===== src/rtl/jk_pattern_driver.sv =====
// rtl/jk_pattern_driver.sv - JK flip-flop stimulus generator and q checker
//
// Takes a WIDTH-bit target pattern over a valid/ready handshake, drives an
// external JK flop LSB first with reset/j/k, and checks the returned q two
// cycles after each j/k pair is presented.
//
// Ports:
//   clk, reset          clock, synchronous active-high reset
//   pat_valid/ready     pattern handshake (ready only while idle)
//   pat_data            target q sequence, LSB first
//   ff_reset/j/k        registered stimulus to the external flop
//   ff_q                q returned by the external flop
//   busy, done          transaction in progress / one-cycle completion pulse
//   err, mismatch_cnt   sticky mismatch flag / saturating mismatch count

module jk_pattern_driver #(
  parameter int WIDTH = 8,
  parameter int MODE  = 0,
  parameter int CNT_W = 6
) (
  input  logic             clk,
  input  logic             reset,
  input  logic             pat_valid,
  output logic             pat_ready,
  input  logic [WIDTH-1:0] pat_data,
  output logic             ff_reset,
  output logic             ff_j,
  output logic             ff_k,
  input  logic             ff_q,
  output logic             busy,
  output logic             done,
  output logic             err,
  output logic [CNT_W-1:0] mismatch_cnt
);

  localparam int IDX_W = $clog2(WIDTH + 1);

  typedef enum logic [1:0] {IDLE, INIT, DRIVE, DRAIN} state_t;

  state_t state, next_state;

  logic [WIDTH-1:0] shreg;
  logic [IDX_W-1:0] idx;
  logic             exp_q;
  logic [1:0]       pipe_t;
  logic [1:0]       pipe_v;

  logic accept;
  logic present;
  logic bit_t;
  logic nxt_j;
  logic nxt_k;

  always_ff @(posedge clk) begin
    if (reset) begin
      state <= IDLE;
    end else begin
      state <= next_state;
    end
  end

  // The j/k pair registered on the edge leaving INIT carries bit 0, so DRIVE
  // spends WIDTH cycles showing bits 0..WIDTH-1; idx counts bits issued.
  always_comb begin
    next_state = state;
    accept     = 1'b0;
    present    = 1'b0;
    bit_t      = shreg[0];
    nxt_j      = 1'b0;
    nxt_k      = 1'b0;
    case (state)
      IDLE: begin
        if (pat_valid && pat_ready) begin
          accept     = 1'b1;
          next_state = INIT;
        end
      end
      INIT: begin
        present    = 1'b1;
        next_state = DRIVE;
      end
      DRIVE: begin
        if (idx == IDX_W'(WIDTH)) begin
          next_state = DRAIN;
        end else begin
          present = 1'b1;
        end
      end
      DRAIN: begin
        if (idx == IDX_W'(1)) begin
          next_state = IDLE;
        end
      end
      default: next_state = IDLE;
    endcase

    // Excitation uses the modelled q (exp_q), never ff_q.
    if (present) begin
      if (MODE == 0) begin
        nxt_j = bit_t;
        nxt_k = ~bit_t;
      end else begin
        nxt_j = bit_t ^ exp_q;
        nxt_k = bit_t ^ exp_q;
      end
    end
  end

  always_ff @(posedge clk) begin
    if (reset) begin
      pat_ready    <= 1'b1;
      ff_reset     <= 1'b1;
      ff_j         <= 1'b0;
      ff_k         <= 1'b0;
      busy         <= 1'b0;
      done         <= 1'b0;
      err          <= 1'b0;
      mismatch_cnt <= '0;
      shreg        <= '0;
      idx          <= '0;
      exp_q        <= 1'b0;
      pipe_t       <= '0;
      pipe_v       <= '0;
    end else begin
      pat_ready <= (next_state == IDLE);
      busy      <= (next_state != IDLE);
      ff_reset  <= (next_state == INIT);
      ff_j      <= nxt_j;
      ff_k      <= nxt_k;
      done      <= (state == DRAIN) && (next_state == IDLE);

      // Stage 1 holds the target pushed two edges ago, which is what the
      // flop should show now (one edge to sample j/k, one to read q back).
      pipe_t <= {pipe_t[0], bit_t};
      pipe_v <= {pipe_v[0], present};

      if (present) begin
        exp_q <= bit_t;
        shreg <= shreg >> 1;
        idx   <= idx + IDX_W'(1);
      end else if (state == DRIVE) begin
        idx <= '0;
      end else if (state == DRAIN) begin
        idx <= idx + IDX_W'(1);
      end

      if (pipe_v[1] && (ff_q != pipe_t[1])) begin
        err <= 1'b1;
        if (mismatch_cnt != {CNT_W{1'b1}}) begin
          mismatch_cnt <= mismatch_cnt + CNT_W'(1);
        end
      end

      if (accept) begin
        shreg        <= pat_data;
        idx          <= '0;
        exp_q        <= 1'b0;
        err          <= 1'b0;
        mismatch_cnt <= '0;
      end
    end
  end

endmodule


===== config.mk =====
export PLATFORM = sky130hd
export DESIGN_NAME = jk_pattern_driver
export DESIGN_NICKNAME = d
export VERILOG_FILES = /design/src/rtl/jk_pattern_driver.sv
export SDC_FILE = /design/constraint.sdc
export NUM_CORES = 1
export LEC_CHECK = 0
export CORE_AREA = 2 2 76 70
export CTS_BUF_LIST = sky130_fd_sc_hd__clkbuf_16
export DETAILED_ROUTE_END_ITERATION = 8
export DIE_AREA = 0 0 78 72
export REMOVE_ABC_BUFFERS = 1
export SYNTH_ARGS = -nofsm -noshare
export SYNTH_HDL_FRONTEND = slang
export SYNTH_SLANG_ARGS = --single-unit

===== constraint.sdc =====
create_clock -name clk -period 4.34 [get_ports clk]
set_clock_uncertainty 0.15 [all_clocks]
set_input_delay 0.868 -clock clk [delete_from_list [all_inputs] [get_ports clk]]
set_output_delay 0.868 -clock clk [all_outputs]
set_load 0.02 [all_outputs]

* Yosys cells after proc, flatten, opt, wreduce, memory -nomap -nowiden
Index checks and enable logic that the tools add are counted.
** Storage, ports and cells
- Bits in registers :: 31
- Latch bits :: 0
- Bits in writable memories :: 0
- ROM bits :: 0
- Bits of input ports :: 12
- Output and inout port bits :: 13
- Word-level logic and storage cells :: 49
- Memories :: 0
** Cells by class
- Add/subtract/negate cells :: 2
- Multipliers :: 0
- Div/mod/pow operators :: 0
- Order comparisons :: 0
- Eq/ne operators :: 8
- Shift-type cells :: 0
- Mux-type cells :: 13
- Bitwise gates (word level) :: 2
- Reduce and logical (&&, ||, !) cells :: 11
** Operators with widths (number)
- $mux 8 :: 2
- $mux 4 :: 3
- $pmux 2 s4 :: 1
- $add 6x1->6 const B :: 1
- $mux 2 :: 3
- $ne 6x6->1 const B :: 1
- $add 4x1->4 const B :: 1
- $eq 2x1->1 const B :: 2
- $eq 2x2->1 const B :: 2
- $eq 4x1->1 const B :: 1
- $eq 4x4->1 const B :: 1
- $logic_not 2->1 :: 2
- $reduce_bool 2->1 :: 2
- $reduce_or 2->1 :: 2
- $logic_and 1x1->1 :: 3
- $mux 1 :: 3
- $reduce_bool 3->1 :: 1
- $not 1->1 :: 2
- $pmux 1 s2 :: 1
- $reduce_and 2->1 :: 1
- $ne 1x1->1 :: 1

* Longest topological paths before layout
- Word-level depth :: 5
- Depth in mapped cells :: 7

* Worst setup path after synthesis
No wires, ideal clock.
- Path type :: input -> register
- Start point :: input pat_valid
- End point :: register mismatch_cnt[4]
- Library setup time :: 0.132 ns
- Arrival :: 1.590 ns
- Required time :: 4.058 ns
- Path slack :: 2.468 ns
- Stages :: 5
- Path through :: and2_1 -> nand2_1 -> nand2b_1 -> clkbuf_1 -> nor3_1
** Between the ends
- Word-level cells in the longest chain between the ends :: 4
** RTL lines
- from (decl) :: RTL line 23 : input logic pat_valid,
- $logic_and 1x1->1 :: RTL line 73 : if (pat_valid && pat_ready) begin
- $mux 1 :: RTL line 73
- $mux 1 :: RTL line 71 : case (state)
- $reduce_or 2->1 (no source line)
- to (signal assigned) :: RTL line 150 : mismatch_cnt <= mismatch_cnt + CNT_W'(1);
- to (decl) :: RTL line 33 : output logic [CNT_W-1:0] mismatch_cnt
Every way passes these cells.
A chain may end at the register's enable or synchronous reset.

* Worst setup path in the final report
- Start point :: input pat_valid
- End point :: register mismatch_cnt[5]
Same word-level chain as after synthesis.

==> qor.yml <==
grt:
  track_usage: 0.104
  grt_pass1_vias: 1002
  antenna_found_initial: 0
  overflow: 0
  grt_max_degree: 21
  grt_pass1_wl_um: 4460
timing:
  relSlewSlack: 0.550
  rsz0062_at_grt: "no"
  drv_slew: 0
  worstMarginPinSlew_ns: 0.673
  setup_violations: 0
  hold_violations: 0
  fin_hold_ws_ns: 0.284
  tns_ns: 0
  period_minus_slack_ns: 2.45
  fin_crit_sh: 0.564
  fmax_mhz: 409
flow_run:
  max_cap_viol_count: 0
placement:
  io_buffers: 24
  gp_congestion: 0.797
  place_inst: 231
  placed_area_um2: 1690
  dpl.hpwl_um: 1820
critical_path:
  worstPathArrival_ns: 2.49
  cp_slowest_cell: "clkdlybuf4s50_1"
  crit_type: "input pin to register"
  cp.required_ns: 4.38
  r2r_cells: 5
  crit_path_end_kind: "register"
  path_buf_inv: 1
  r2r_start: "state[0]"
  cp_cell_sequence: "clkdlybuf4s50_1 > and2_1 > nand2_1 > nand2b_1 > nor3b_1"
  cpPeakStageDelay_ns: 0.41
  crit_fanout: 16
  r2r_setup_slack_ns: 2.25
  cp-start-kind: "input pin"
  critPathTopFamily: "simple AND/OR/NAND/NOR gates"
  rr_endpoint: "mismatch_cnt[5]"
yosys:
  synth_edf_count: 0
  synth_top_cell_area_share: 0.442
  synth-async-reset-ratio: 0
  ys_seq_elements: 31
  synth.avg_cell_area_um2: 9.49
  yosys_warnings: 0
  ys.flop_type: "dfxtp_1"
  syn_area_um2: 1400
  ys_top_cells_by_area: "dfxtp_1, ha_1, mux2i_1"
  seq_area_frac_synth: 0.442
  synth.distinct_cells: 37
  synth_cells: 148
  synth_area_leader_cell: "dfxtp_1"
detailed_routing:
  ant_nets: 0
  routed_wl_um: 2560
  drc: 0
  dr.pass1.iters: 4
  viasPerCell: 4.53
  vias: 1082
  first_iter_violations: 33
  wire_per_inst_um: 10.7
clock_tree:
  cts_sinks: 31
  cts-buffers-inserted: 5
  cts_tree: "yes"
  cts-htree-levels: 2
  cts_setup_buffers: 0
  clkSlewWorstSetupHoldPaths_ns: 0.05
  cts_buffer_depth: 2
  clk_latency_ns: 0.27
  hold_buffers: 0
  root_buffer: "clkbuf_16"
  cts_resized: 0
floorplanning:
  die-width_um: 78
  core_um2: 4800
  die_h_um: 72
  initial_core_util: 0.292
  row_count: 24
  die_area_um2: 5620
  io_pins: 25
cells_and_area:
  design_area_um2: 1860
  layout.cells.non_filler: 239
  layout.nets: 194
  fillers: 504
  syn_to_final_growth_pct: 32.3
  antenna_cells: 0
  drive_gt1_frac: 0.0575
pwr:
  cellPowerDensity_nw_per_um2: 478
  ir_drop_uv: 189
  p_leak_nw: 0.744
  p_total_mw: 0.887
run_status:
  status: "finished clean"
min_path:
  hold_end: "pipe_v[1]"
  min_path_cells: 1
  hp-start: "pipe_v[0]"
  hold_class: "register to register"
[routing by layer]
layer,GRT usage,part of all wire
met4,0.0468,0.018
met3,0.0547,0.068
met1,0.123,0.50
met5,0,0
met2,0.155,0.41
[flip-flops by register name, indices dropped and copies added, names as in the netlist, 2 cells and up]
name and cells:
shreg 8, mismatch_cnt 6, idx 4, pipe_t 2, pipe_v 2, state 2
[cell usage after synthesis, types with 4 or more instances]
cell and count:
nand3_1 6, nor2_1 19, a21oi_1 7, mux2i_1 10, nor2b_1 4, inv_1 4
a211oi_1 7, dfxtp_1 31, ha_1 9, nand2_1 10
[metrics by stage]
stage	setup slack [ns]	utilization
2_1_floorplan	2.32	-
3_3_place_gp	1.63	0.352
3_5_place_dp	1.58	0.352
4_1_cts	1.87	0.386
5_1_grt	1.73	0.386
6_report	1.89	0.386
[cells in the final DEF (no fill, tap or decap), types with 2 or more instances in the layout]
cell type	count
a211oi_1	7
a21o_1	3
a21oi_1	7
and2_1	2
clkbuf_16	5
clkdlybuf4s50_1	24
dfxtp_1	31
ha_1	9
inv_1	4
mux2i_1	10
nand2_1	10
nand3_1	6
nor2_1	19
nor2b_1	4
nor3_1	3
nor3b_1	2
o21ai_0	2
o21bai_1	3
or3_1	2
xor2_1	3
[layout make-up]
cell class | count | area [um2] | area share
clock buffers | 5 | 125 | 0.0674
inverters | 4 | 15.0 | 0.00809
multi-input cells | 107 | 736 | 0.396
well taps | 65 | 81.3 | 0.0438
flip-flops and latches | 31 | 621 | 0.334
clock inverters | 3 | 38.8 | 0.0209
repair buffers | 24 | 240 | 0.129
[power by group]
part	internal [mW]	total, mW	switching [mW]
registers	0.318	0.339	0.0208
clock network	0.267	0.384	0.117
logic	0.0745	0.164	0.0897
[cells by family after synthesis]
kind of cell / count (synthesis) / synth area share
buffers and inverters: 10 / 0.0339
AO/OA/AOI/OAI: 30 / 0.156
XOR/XNOR: 3 / 0.0187
adder cells (fa/ha/maj): 9 / 0.0802
multiplexers: 10 / 0.0713
flip-flops: 31 / 0.442
AND/OR/NAND/NOR: 55 / 0.198
[how the worst max path moves through the flow]
stage	startpoint	to	slack (ns)	cells past startpoint
after floorplan	pat_valid	mismatch_cnt[5]	2.32	4
after global placement	pat_valid	mismatch_cnt[5]	1.63	5
after detailed placement	pat_valid	mismatch_cnt[4]	1.58	5
after CTS	pat_valid	mismatch_cnt[5]	1.87	5
after global routing	pat_valid	mismatch_cnt[4]	1.73	5
final	pat_valid	mismatch_cnt[5]	1.89	5
Note: power is estimated with default switching activity, not from simulation.
